## src/rtl/maxpool3x3s2_stream.sv

```systemverilog
// Streaming 3x3 stride-2 max pool: horizontal max in r_hreg, vertical max in a one-row partial buffer.
// Optional ReLU seed on each window max when MAXPOOL_RELU_EN is defined.
module maxpool3x3s2_stream #(
  parameter int IN_W   = 111,
  parameter int IN_H   = 111,
  parameter int DATA_W = 16
) (
  input  logic              clk,
  input  logic              rst_n,
  input  logic              soft_clr,
  input  logic              in_valid,
  output logic              in_ready,
  input  logic [DATA_W-1:0] in_data,
  output logic              out_valid,
  input  logic              out_ready,
  output logic [DATA_W-1:0] out_data,
  output logic              out_last
);
  localparam int OUT_W = (IN_W - 3) / 2 + 1;
  localparam int CW    = $clog2(IN_W);
  localparam int RW    = $clog2(IN_H);
  localparam int JW    = (OUT_W > 1) ? $clog2(OUT_W) : 1;

  function automatic logic [DATA_W-1:0] smax(input logic [DATA_W-1:0] a, input logic [DATA_W-1:0] b);
    return ($signed(a) > $signed(b)) ? a : b;
  endfunction

  logic [CW-1:0]     r_col;
  logic [RW-1:0]     r_row;
  logic [DATA_W-1:0] r_hreg;
  logic [DATA_W-1:0] r_pbuf [OUT_W];
  logic              r_out_valid;
  logic [DATA_W-1:0] r_out_data;
  logic              r_out_last;

  logic              w_acc, w_col_end, w_row_end, w_issue, w_emit;
  logic [JW-1:0]     w_j;
  logic [DATA_W-1:0] w_hmax, w_vmax, w_win;

  assign in_ready  = !r_out_valid || out_ready;
  assign w_acc     = in_valid && in_ready;
  assign w_col_end = (r_col == CW'(IN_W - 1));
  assign w_row_end = (r_row == RW'(IN_H - 1));
  // Horizontal window closes on every even column past 0; vertical on every even row past 0.
  assign w_issue   = w_acc && !r_col[0] && (r_col != '0);
  assign w_emit    = w_issue && !r_row[0] && (r_row != '0);
  assign w_j       = JW'(r_col[CW-1:1] - 1'b1);
  assign w_hmax    = smax(r_hreg, in_data);
  assign w_vmax    = smax(r_pbuf[w_j], w_hmax);
`ifdef MAXPOOL_RELU_EN
  assign w_win     = smax(w_vmax, '0);
`else
  assign w_win     = w_vmax;
`endif

  always_ff @(posedge clk or negedge rst_n) begin
    if (!rst_n) begin
      r_col  <= '0;
      r_row  <= '0;
      r_hreg <= '0;
    end else if (soft_clr) begin
      r_col  <= '0;
      r_row  <= '0;
      r_hreg <= '0;
    end else if (w_acc) begin
      r_col  <= w_col_end ? '0 : r_col + 1'b1;
      if (w_col_end) r_row <= w_row_end ? '0 : r_row + 1'b1;
      // Even columns (incl. 0) start a new window with the current pixel.
      r_hreg <= r_col[0] ? w_hmax : in_data;
    end
  end

  // Buffer contents need no reset: row 0 always overwrites before any read.
  always_ff @(posedge clk) begin
    if (w_issue && !soft_clr)
      r_pbuf[w_j] <= r_row[0] ? w_vmax : w_hmax;
  end

  always_ff @(posedge clk or negedge rst_n) begin
    if (!rst_n) begin
      r_out_valid <= 1'b0;
      r_out_data  <= '0;
      r_out_last  <= 1'b0;
    end else if (soft_clr) begin
      r_out_valid <= 1'b0;
      r_out_data  <= '0;
      r_out_last  <= 1'b0;
    end else if (w_emit) begin
      r_out_valid <= 1'b1;
      r_out_data  <= w_win;
      r_out_last  <= w_row_end && w_col_end;
    end else if (out_ready) begin
      r_out_valid <= 1'b0;
    end
  end

  assign out_valid = r_out_valid;
  assign out_data  = r_out_data;
  assign out_last  = r_out_last;
endmodule

```

## config.mk

```make
export PLATFORM = sky130hd
export DESIGN_NAME = maxpool3x3s2_stream
export DESIGN_NICKNAME = d
export VERILOG_FILES = /design/src/rtl/maxpool3x3s2_stream.sv
export SDC_FILE = /design/constraint.sdc
export NUM_CORES = 1
export LEC_CHECK = 0
export ABC_CLOCK_PERIOD_IN_PS = 9600
export BUFFER_PORTS_ARGS = -buffer_cell sky130_fd_sc_hd__buf_2
export CAP_MARGIN = 0
export CORE_ASPECT_RATIO = 1.5
export CORE_MARGIN = 2
export CORE_UTILIZATION = 30
export CTS_CLUSTER_DIAMETER = 60
export DETAILED_ROUTE_END_ITERATION = 10
export RECOVER_POWER = 25
export SYNTH_ARGS = -nofsm -noshare
export SYNTH_HDL_FRONTEND = slang
export SYNTH_SLANG_ARGS = --single-unit
```

## constraint.sdc

```tcl
create_clock -name clk -period 9.6 [get_ports clk]
set_input_delay 0.48 -clock clk [delete_from_list [all_inputs] [get_ports clk]]
set_output_delay 0.48 -clock clk [all_outputs]
set_load 0.005 [all_outputs]
```

# Word-level counts from Yosys, hierarchy flattened
# Memory sizes are Yosys's and may differ from the RTL's.
# Index checks and enable logic that the tools add are counted.
[word_totals]
reg_bits = 48
mem_bits_rw = 880
mem_count = 1
out_inout_bits = 19
in_bits = 21
[op_classes]
muxes = 22
eq_ne = 2
n_lt_le_gt_ge = 2
reduce_logical = 19
addsub = 3
[mem_list]
columns = ["memory", "depth", "width", "read_ports", "rd_clocked_by_memory_dff", "wr", "line_no", "text"]
rows = [
  ["r_pbuf", 55, 16, 1, 0, 1, "31", "logic [DATA_W-1:0] r_pbuf [OUT_W];"],
]
[ops]
columns = ["op", "n"]
rows = [
  ["two-way mux 16 bit", 8],
  ["two-way mux 7 bit", 7],
  ["greater-than comparator 16 bit", 2],
  ["adder 7 x 1 -> 7 bit (second input constant)", 2],
  ["== test 7 bit (second input constant)", 2],
  ["nonzero test 7 bit", 2],
  ["logical AND 1 bit", 7],
  ["two-way mux 1 bit", 7],
  ["nonzero test 2 bit", 3],
  ["subtractor 6 x 1 -> 6 bit (second input constant)", 1],
  ["logical NOT 1 bit", 4],
  ["nonzero test 3 bit", 1],
  ["AND reduction 2 bit", 1],
  ["logical OR 1 bit", 1],
]

# Logic depth before layout (Yosys ltp)
# Gate-level depths: netlist of the first run.
[depth]
depth_word = 9
mapped_depth = 34
mapped_depth_nobuf = 21

# Worst setup path after synthesis of the first run
# No wires, ideal clock.
[synth_path]
path_type = "register to register"
start = "register r_col[1]"
end = "memory r_pbuf[0][12], data pin"
arrival_ns = 8.390
stages_incl_launch_ff = 32
slack_ns = 0.697
period_less_slack_ns = 8.903
setup_ns = 0.513
required_time_ns = 9.087
path_cell_list = "dfrtp_1 > buf_2 > buf_6 > inv_1 > clkbuf_1 > clkbuf_1 > clkbuf_1 > buf_1 > ha_1 > xor2_2 > buf_4 > buf_6 > buf_2 > buf_2 > buf_2 > mux2i_1 > o21ai_0 > a221oi_1 > nor2_1 > nor4_1 > inv_1 > ha_1 > o21ai_0 > a21oi_1 > a221o_1 > a21oi_1 > nand2_1 > a211o_1 > a21o_1 > nand4_4 > buf_4 > mux2i_1"
[synth_via]
elab_chain_len = 5
[synth_lines]
columns = ["item", "line_no", "text"]
rows = [
  ["from (decl)", "28", "logic [CW-1:0] r_col;"],
  ["from (signal assigned)", "66", "r_col <= w_col_end ? '0 : r_col + 1'b1;"],
  ["subtractor 6 x 1 -> 6 bit *", "47", "assign w_j = JW'(r_col[CW-1:1] - 1'b1);"],
  ["memory (55 x 16 bit) *", "-", ""],
  ["greater-than comparator 16 bit", "25", "return ($signed(a) > $signed(b)) ? a : b;"],
  ["two-way mux 16 bit *", "25", ""],
  ["two-way mux 16 bit *", "76", "r_pbuf[w_j] <= r_row[0] ? w_vmax : w_hmax;"],
  ["to (decl)", "31", ""],
]
# Mark *: on every way between the ends. The rest lies on a longest branch, timed or not.

# Worst setup path in the final report of the first run
[layout_path]
start = "register r_col[1]"
end = "memory r_pbuf[8][8], data pin"
# Same word-level chain as after synthesis.

==> results.tsv, run 1 <==
stage	metric	value	unit
die	Die Y	443	um
finish	layout cells sized above 1	0.148	
route	initial drt markers	2484	
yosys	async set or reset register ratio after synthesis	0.0517	
critical_path	CP top delay family	simple AND/OR/NAND/NOR gates	
critical_path	slowest stage cell, crit path	mux2_1	
route	post-route ant nets	0	
yosys	FF+latch count, synth	928	
global_routing	largest net degree at the start of global routing	66	
flow_run	max-cap violations	2	
timing	Pins Over Slew Limit	49	
global_routing	first-pass GRT wire length	171	mm
finish	synth-to-layout area growth	14.9	%
power	VDD IR max	0.000120	V
placed_design	Port Buf Inserts	39	
die	num rows	160	
yosys	Synth Net Count	2589	
route	Initial DRT Pass Iterations	6	
power	Cell Pwr Density	206	nW/um^2
global_routing	All-Layer GR Usage	0.179	
finish	NumNets Final	2697	
timing	Max-slew headroom	-0.825	
die	I/O pins	40	
route	total number of vias	24000	
clock_network	TritonCTS clock tree	built	
clock_network	Post-CTS Hold Fix Bufs	1	
power	sw power	2.26	mW
critical_path	Worst R2R Path Depth	22	
critical_path	Cell Chain, Critical Path	clkinv_2 > ha_4 > nand2b_1 > nor2_2 > buf_4 > a221oi_1 > o21ai_0 > nand2_1 > a21oi_1 > a31oi_1 > o22a_1 > inv_1 > ha_1 > nand2_1 > a21oi_1 > a221o_1 > a21oi_1 > nor2_1 > nor3_2 > nand4_4 > mux2_1 > buf_4	
power	internal power	6.83	mW
route	Avg Vias per Cell	5.44	
power	Pleak	14.8	nW
timing	Tmin final	9.12	ns
global_routing	vias in the first global route	23600	
critical_path	Most common cell on crit path	a21oi_1	
hold_path	worst hold-check path type	in -> reg	
power	Clk pwr share	0.386	
critical_path	CP Max Fanout	44	
clock_network	CTS H-tree lvls	3	
timing	Setup-failing EPs final	0	
clock_network	# resized after CTS	0	
yosys	Post-synth EDFFs	880	
power	Sequential Power Share	0.502	
yosys	register area share after synthesis	0.718	
finish	most common cell after layout, fill and taps aside	edfxtp_1	
die	die area	131000	um^2
power	switching fraction of total power	0.249	
yosys	Yosys warning total	0	
timing	RSZ-0062 raised after global routing	false	
clock_network	clock sink count	928	
die	Core ar.	127000	um^2
finish	most frequent cells in the layout	880 x edfxtp_1, 217 x nand2_1, 138 x nor2_1	
critical_path	crit path capture type	flip-flop	
critical_path	Crit Path Category	reg -> reg	
yosys	synthesized area	38500	um^2
global_routing	global route overflow	0	
yosys	count of different cell masters after synthesis	96	
timing	Hold Slack	0.0445	ns
timing	Final Hold Viols	0	
outcome	status	finished, violations left	
yosys	Synth Instances	2529	
route	DRC	0	
yosys	syn avg cell area	15.2	um^2
timing	Fmax	110	MHz
placed_design	RePlAce Congestion	0.933	
clock_network	CTS buffer count	85	
die	Die Wd	296	um
placed_design	Place WS	0.612	ns
finish	fin util	0.348	
yosys	Main synth FF type	edfxtp_1	
clock_network	clock buffer depth	3	
critical_path	crit-path max cell delay	1.02	ns
global_routing	initial antenna violation count	3	
clock_network	clock slew at reported path FFs	0.07	ns
outcome	failing checks	max-capacitance violations, max-slew violations	
route	final wirelength	119	mm
critical_path	Arr. time, crit path	9.57	ns
timing	Worst-Margin Slew	2.74	ns
timing	Final Skew	0.0371	ns
clock_network	# Post-CTS Setup Buffers	0	
critical_path	Worst setup SP type	flip-flop	
hold_path	Hold Path Depth	2	
critical_path	CP required	10.05	ns
timing	Final WS setup	0.480	ns
clock_network	clk root buf	clkbuf_16	
critical_path	CP Buf/Inv Count	4	
placed_design	HPWL reported at the end of detailed placement	74.7	mm
clock_network	clk_lat worst skew	0.69	ns
power	Comb power frac	0.112	
timing	fin crit share	0.950	
die	Initial Util	0.303	
timing	setup_tns	0	ns
critical_path	Levels on crit path	22	
route	drt wl/cell	26.9	um
cell usage after synthesis, types with 22 or more instances:
library cell  instances  share of area
nand4_1              22         0.0036
ha_1                 39          0.013
clkbuf_1             75         0.0073
mux2_2               34          0.010
o21ai_0              54         0.0070
a22oi_1              62          0.012
nor2_1              147          0.014
a21oi_1             118          0.015
dfrtp_1              48          0.031
mux4_2               40          0.023
buf_2                52         0.0068
and3_1               42         0.0068
inv_1                41         0.0040
a22o_1               32         0.0073
nand2_1             217          0.021
nor3_1               26         0.0034
a31oi_1              40         0.0065
edfxtp_1            880           0.69
mux2i_1             134          0.035
a221oi_1             35         0.0080
nand3_1              61         0.0079
o22ai_1              31         0.0050
worst register-to-register path, stage by stage, from the launching register on:
cell and delay, ns:
dfrtp_4 0.78, clkinv_2 0.19, ha_4 0.75, nand2b_1 0.50, nor2_2 0.89, buf_4 0.35
a221oi_1 0.14, o21ai_0 0.28, nand2_1 0.21, a21oi_1 0.33, a31oi_1 0.17, o22a_1 0.33
inv_1 0.09, ha_1 0.24, nand2_1 0.11, a21oi_1 0.05, a221o_1 0.34, a21oi_1 0.29
nor2_1 0.27, nor3_2 0.44, nand4_4 0.59, mux2_1 1.03, buf_4 0.47
kinds of logic after synthesis:
family          Yosys count  share of synthesized area
mux                     212                     0.0694
xor+xnor                  8                    0.00241
buf+inv                 205                     0.0247
flops                   928                      0.718
fa+ha+maj                39                     0.0127
simple gates            582                     0.0708
compound gates          555                      0.102
final timing paths:
path,start,end,slack [ns]
max,r_col[1],r_pbuf[8][8],0.48
min,in_data[12],r_hreg[12],0.04
max reg2reg,r_col[1],r_pbuf[8][8],0.48
min reg2reg,out_last,out_last,0.52
max in group asynchronous,rst_n,r_col[1],6.38
min in group asynchronous,rst_n,r_row[3],1.29
per-layer routing:
metal  track usage  up-vias  share of wire
met2         0.303     1191           0.49
met5             0        -        0.00012
met4         0.112        2          0.070
met3        0.0291      308          0.076
li1              -    10200              -
met1         0.211    12300           0.36
final cells by class:
type | count | area (um^2)
fillers | 12100 | 82700
flip-flops and latches | 928 | 27600
multi-input cells | 1396 | 10100
clock buffers | 102 | 2280
well taps | 1701 | 2130
repair buffers | 184 | 1290
clock inverters | 52 | 571
inverters | 42 | 161
diodes | 1 | 2.50
per-stage QoR:
stage	std cells	power (mW)	instance area (um^2)
after floorplan	2529	5.22	38500
after global placement	4250	5.65	41500
after detailed placement	4250	5.66	41500
after CTS	4405	9.13	44300
after global routing	4405	9.33	44200
final	4406	9.09	44200
state kept, by name, indices dropped and copies added, names as in the netlist:
name and count:
r_col 7, out_valid 1, r_hreg 16, out_last 1, r_pbuf 880, r_row 7, out_data 16
power groups by stage:
stage               Combinational (mW)  Sequential (mW)  Clock [mW]
floorplan                        0.565             4.65           0
global placement                  1.00             4.65           0
detailed placement                1.01             4.65           0
CTS                               1.02             4.56        3.55
global route                      1.08             4.56        3.69
finish                            1.02             4.56        3.51
(Power assumes the default switching activity.)
==> inputs of run 2 (changes only) <==
Settings changed: RECOVER_POWER 25 to unset.
==> results.tsv, run 2 (synthesized netlist as in run 1, its figures left out) <==
stage	metric	value	unit
outcome	status	complete, no violations	
die	die area	131000	um^2
critical_path	CP required	10.05	ns
critical_path	Cell Chain, Critical Path	clkinv_2 > ha_4 > nand2b_1 > nor2_2 > buf_4 > a221oi_1 > o21ai_0 > nand2_1 > a21oi_1 > a31oi_1 > o22a_1 > inv_1 > ha_1 > nand2_1 > a21oi_1 > a221o_1 > a21oi_1 > nor2_1 > nor3_2 > nand4_4 > mux2_1 > buf_4	
timing	setup_tns	0	ns
timing	fin crit share	0.952	
timing	Setup-failing EPs final	0	
critical_path	Levels on crit path	22	
route	drt wl/cell	26.9	um
power	Pleak	15.0	nW
hold_path	worst hold-check path type	in -> reg	
power	VDD IR max	0.000120	V
finish	layout cells sized above 1	0.163	
critical_path	CP Max Fanout	44	
die	Core ar.	127000	um^2
critical_path	Most common cell on crit path	a21oi_1	
timing	Worst-Margin Slew	1.31	ns
critical_path	crit path capture type	flip-flop	
placed_design	HPWL reported at the end of detailed placement	74.7	mm
timing	Tmin final	9.14	ns
global_routing	vias in the first global route	23600	
clock_network	clk root buf	clkbuf_16	
critical_path	slowest stage cell, crit path	mux2_1	
clock_network	CTS H-tree lvls	3	
global_routing	global route overflow	0	
route	final wirelength	119	mm
placed_design	Port Buf Inserts	39	
critical_path	Worst R2R Path Depth	22	
critical_path	CP Buf/Inv Count	4	
route	met2 wire len	58.4	mm
hold_path	Hold Path Depth	2	
critical_path	Worst setup SP type	flip-flop	
finish	most frequent cells in the layout	880 x edfxtp_1, 217 x nand2_1, 137 x nor2_1	
route	post-route ant nets	0	
timing	Pins Over Slew Limit	0	
timing	Final WS setup	0.462	ns
global_routing	initial antenna violation count	3	
timing	Max-slew headroom	0.129	
critical_path	CP top delay family	simple AND/OR/NAND/NOR gates	
clock_network	TritonCTS clock tree	built	
die	Die Wd	296	um
route	Initial DRT Pass Iterations	6	
timing	RSZ-0062 raised after global routing	false	
finish	most common cell after layout, fill and taps aside	edfxtp_1	
timing	Fmax	109	MHz
clock_network	clock slew at reported path FFs	0.06	ns
route	metal3 WL	8.67	mm
finish	NumNets Final	2697	
global_routing	first-pass GRT wire length	171	mm
clock_network	clock buffer depth	3	
placed_design	Place WS	0.612	ns
power	Cell Pwr Density	205	nW/um^2
placed_design	RePlAce Congestion	0.933	
die	num rows	160	
finish	synth-to-layout area growth	15.2	%
timing	Final Hold Viols	0	
global_routing	largest net degree at the start of global routing	66	
clock_network	# Post-CTS Setup Buffers	0	
critical_path	crit-path max cell delay	1.04	ns
die	I/O pins	40	
finish	max reg flops	880	
finish	Most flops, register	r_pbuf	
route	top sig layer	met5	
flow_run	max-cap violations	0	
timing	Final Skew	0.0351	ns
route	M1 WL	43.4	mm
clock_network	CTS buffer count	85	
route	initial drt markers	2495	
route	Avg Vias per Cell	5.44	
route	total number of vias	24000	
route	DRC	0	
clock_network	clk_lat worst skew	0.69	ns
die	Initial Util	0.303	
die	Die Y	443	um
global_routing	All-Layer GR Usage	0.179	
critical_path	Crit Path Category	reg -> reg	
clock_network	clock sink count	928	
critical_path	Arr. time, crit path	9.58	ns
## run 2: cell types whose count changed in the layout (fill, tap and decap cells not counted), sizes merged
| cell | previous run | this run |
|---|---|---|
| clkbuf | 141 | 102 |
| diode | 1 | 2 |
| buf | 144 | 183 |
## run 2: cell type report
type | instances | area, um^2
fillers | 12100 | 82600
clock buffers | 102 | 2280
diodes | 2 | 5.00
clock inverters | 52 | 571
well taps | 1701 | 2130
inverters | 42 | 161
repair buffers | 184 | 1410
flip-flops and latches | 928 | 27600
multi-input cells | 1396 | 10100
## run 2: repair_timing
action | CTS | global route
resized for setup | 0 | 0
endpoints found under the hold margin | 48 | 0
setup endpoints to repair | 0 | 0
hold buffers | 1 | 0
## run 2: layer usage
metal,track usage,vias up
met3,0.0291,301
met4,0.112,2
met1,0.211,12300
li1,-,10200
met2,0.303,1180
met5,0,-
## run 2: stage by stage
step	hold WS, ns	total power, mW	instances	utilization	cell area (um^2)
3_5_place_dp	0.511	5.66	4250	0.327	41500
6_report	0.0446	9.09	4407	0.349	44300
3_3_place_gp	0.506	5.65	4250	0.327	41500
4_1_cts	0.00740	9.13	4405	0.349	44300
5_1_grt	0.0407	9.33	4405	0.349	44300
2_1_floorplan	0.184	5.22	2529	-	38500
## run 2: power breakdown
group	total [mW]	leakage [nW]	switching, mW	internal [mW]
clock	3.51	1.38	1.51	1.99
combinational	1.02	4.95	0.732	0.290
sequential	4.56	8.65	0.0144	4.55
total	9.09	15.0	2.26	6.83
## run 2: worst paths after layout
kind                              from           end  slack (ns)
setup / recovery              r_col[1]  r_pbuf[8][8]        0.46
hold / removal             in_data[12]    r_hreg[12]        0.04
setup reg to reg              r_col[1]  r_pbuf[8][8]        0.46
hold reg to reg               out_last      out_last        0.52
max in group asynchronous        rst_n      r_col[1]        8.66
min in group asynchronous        rst_n      r_row[3]        0.43
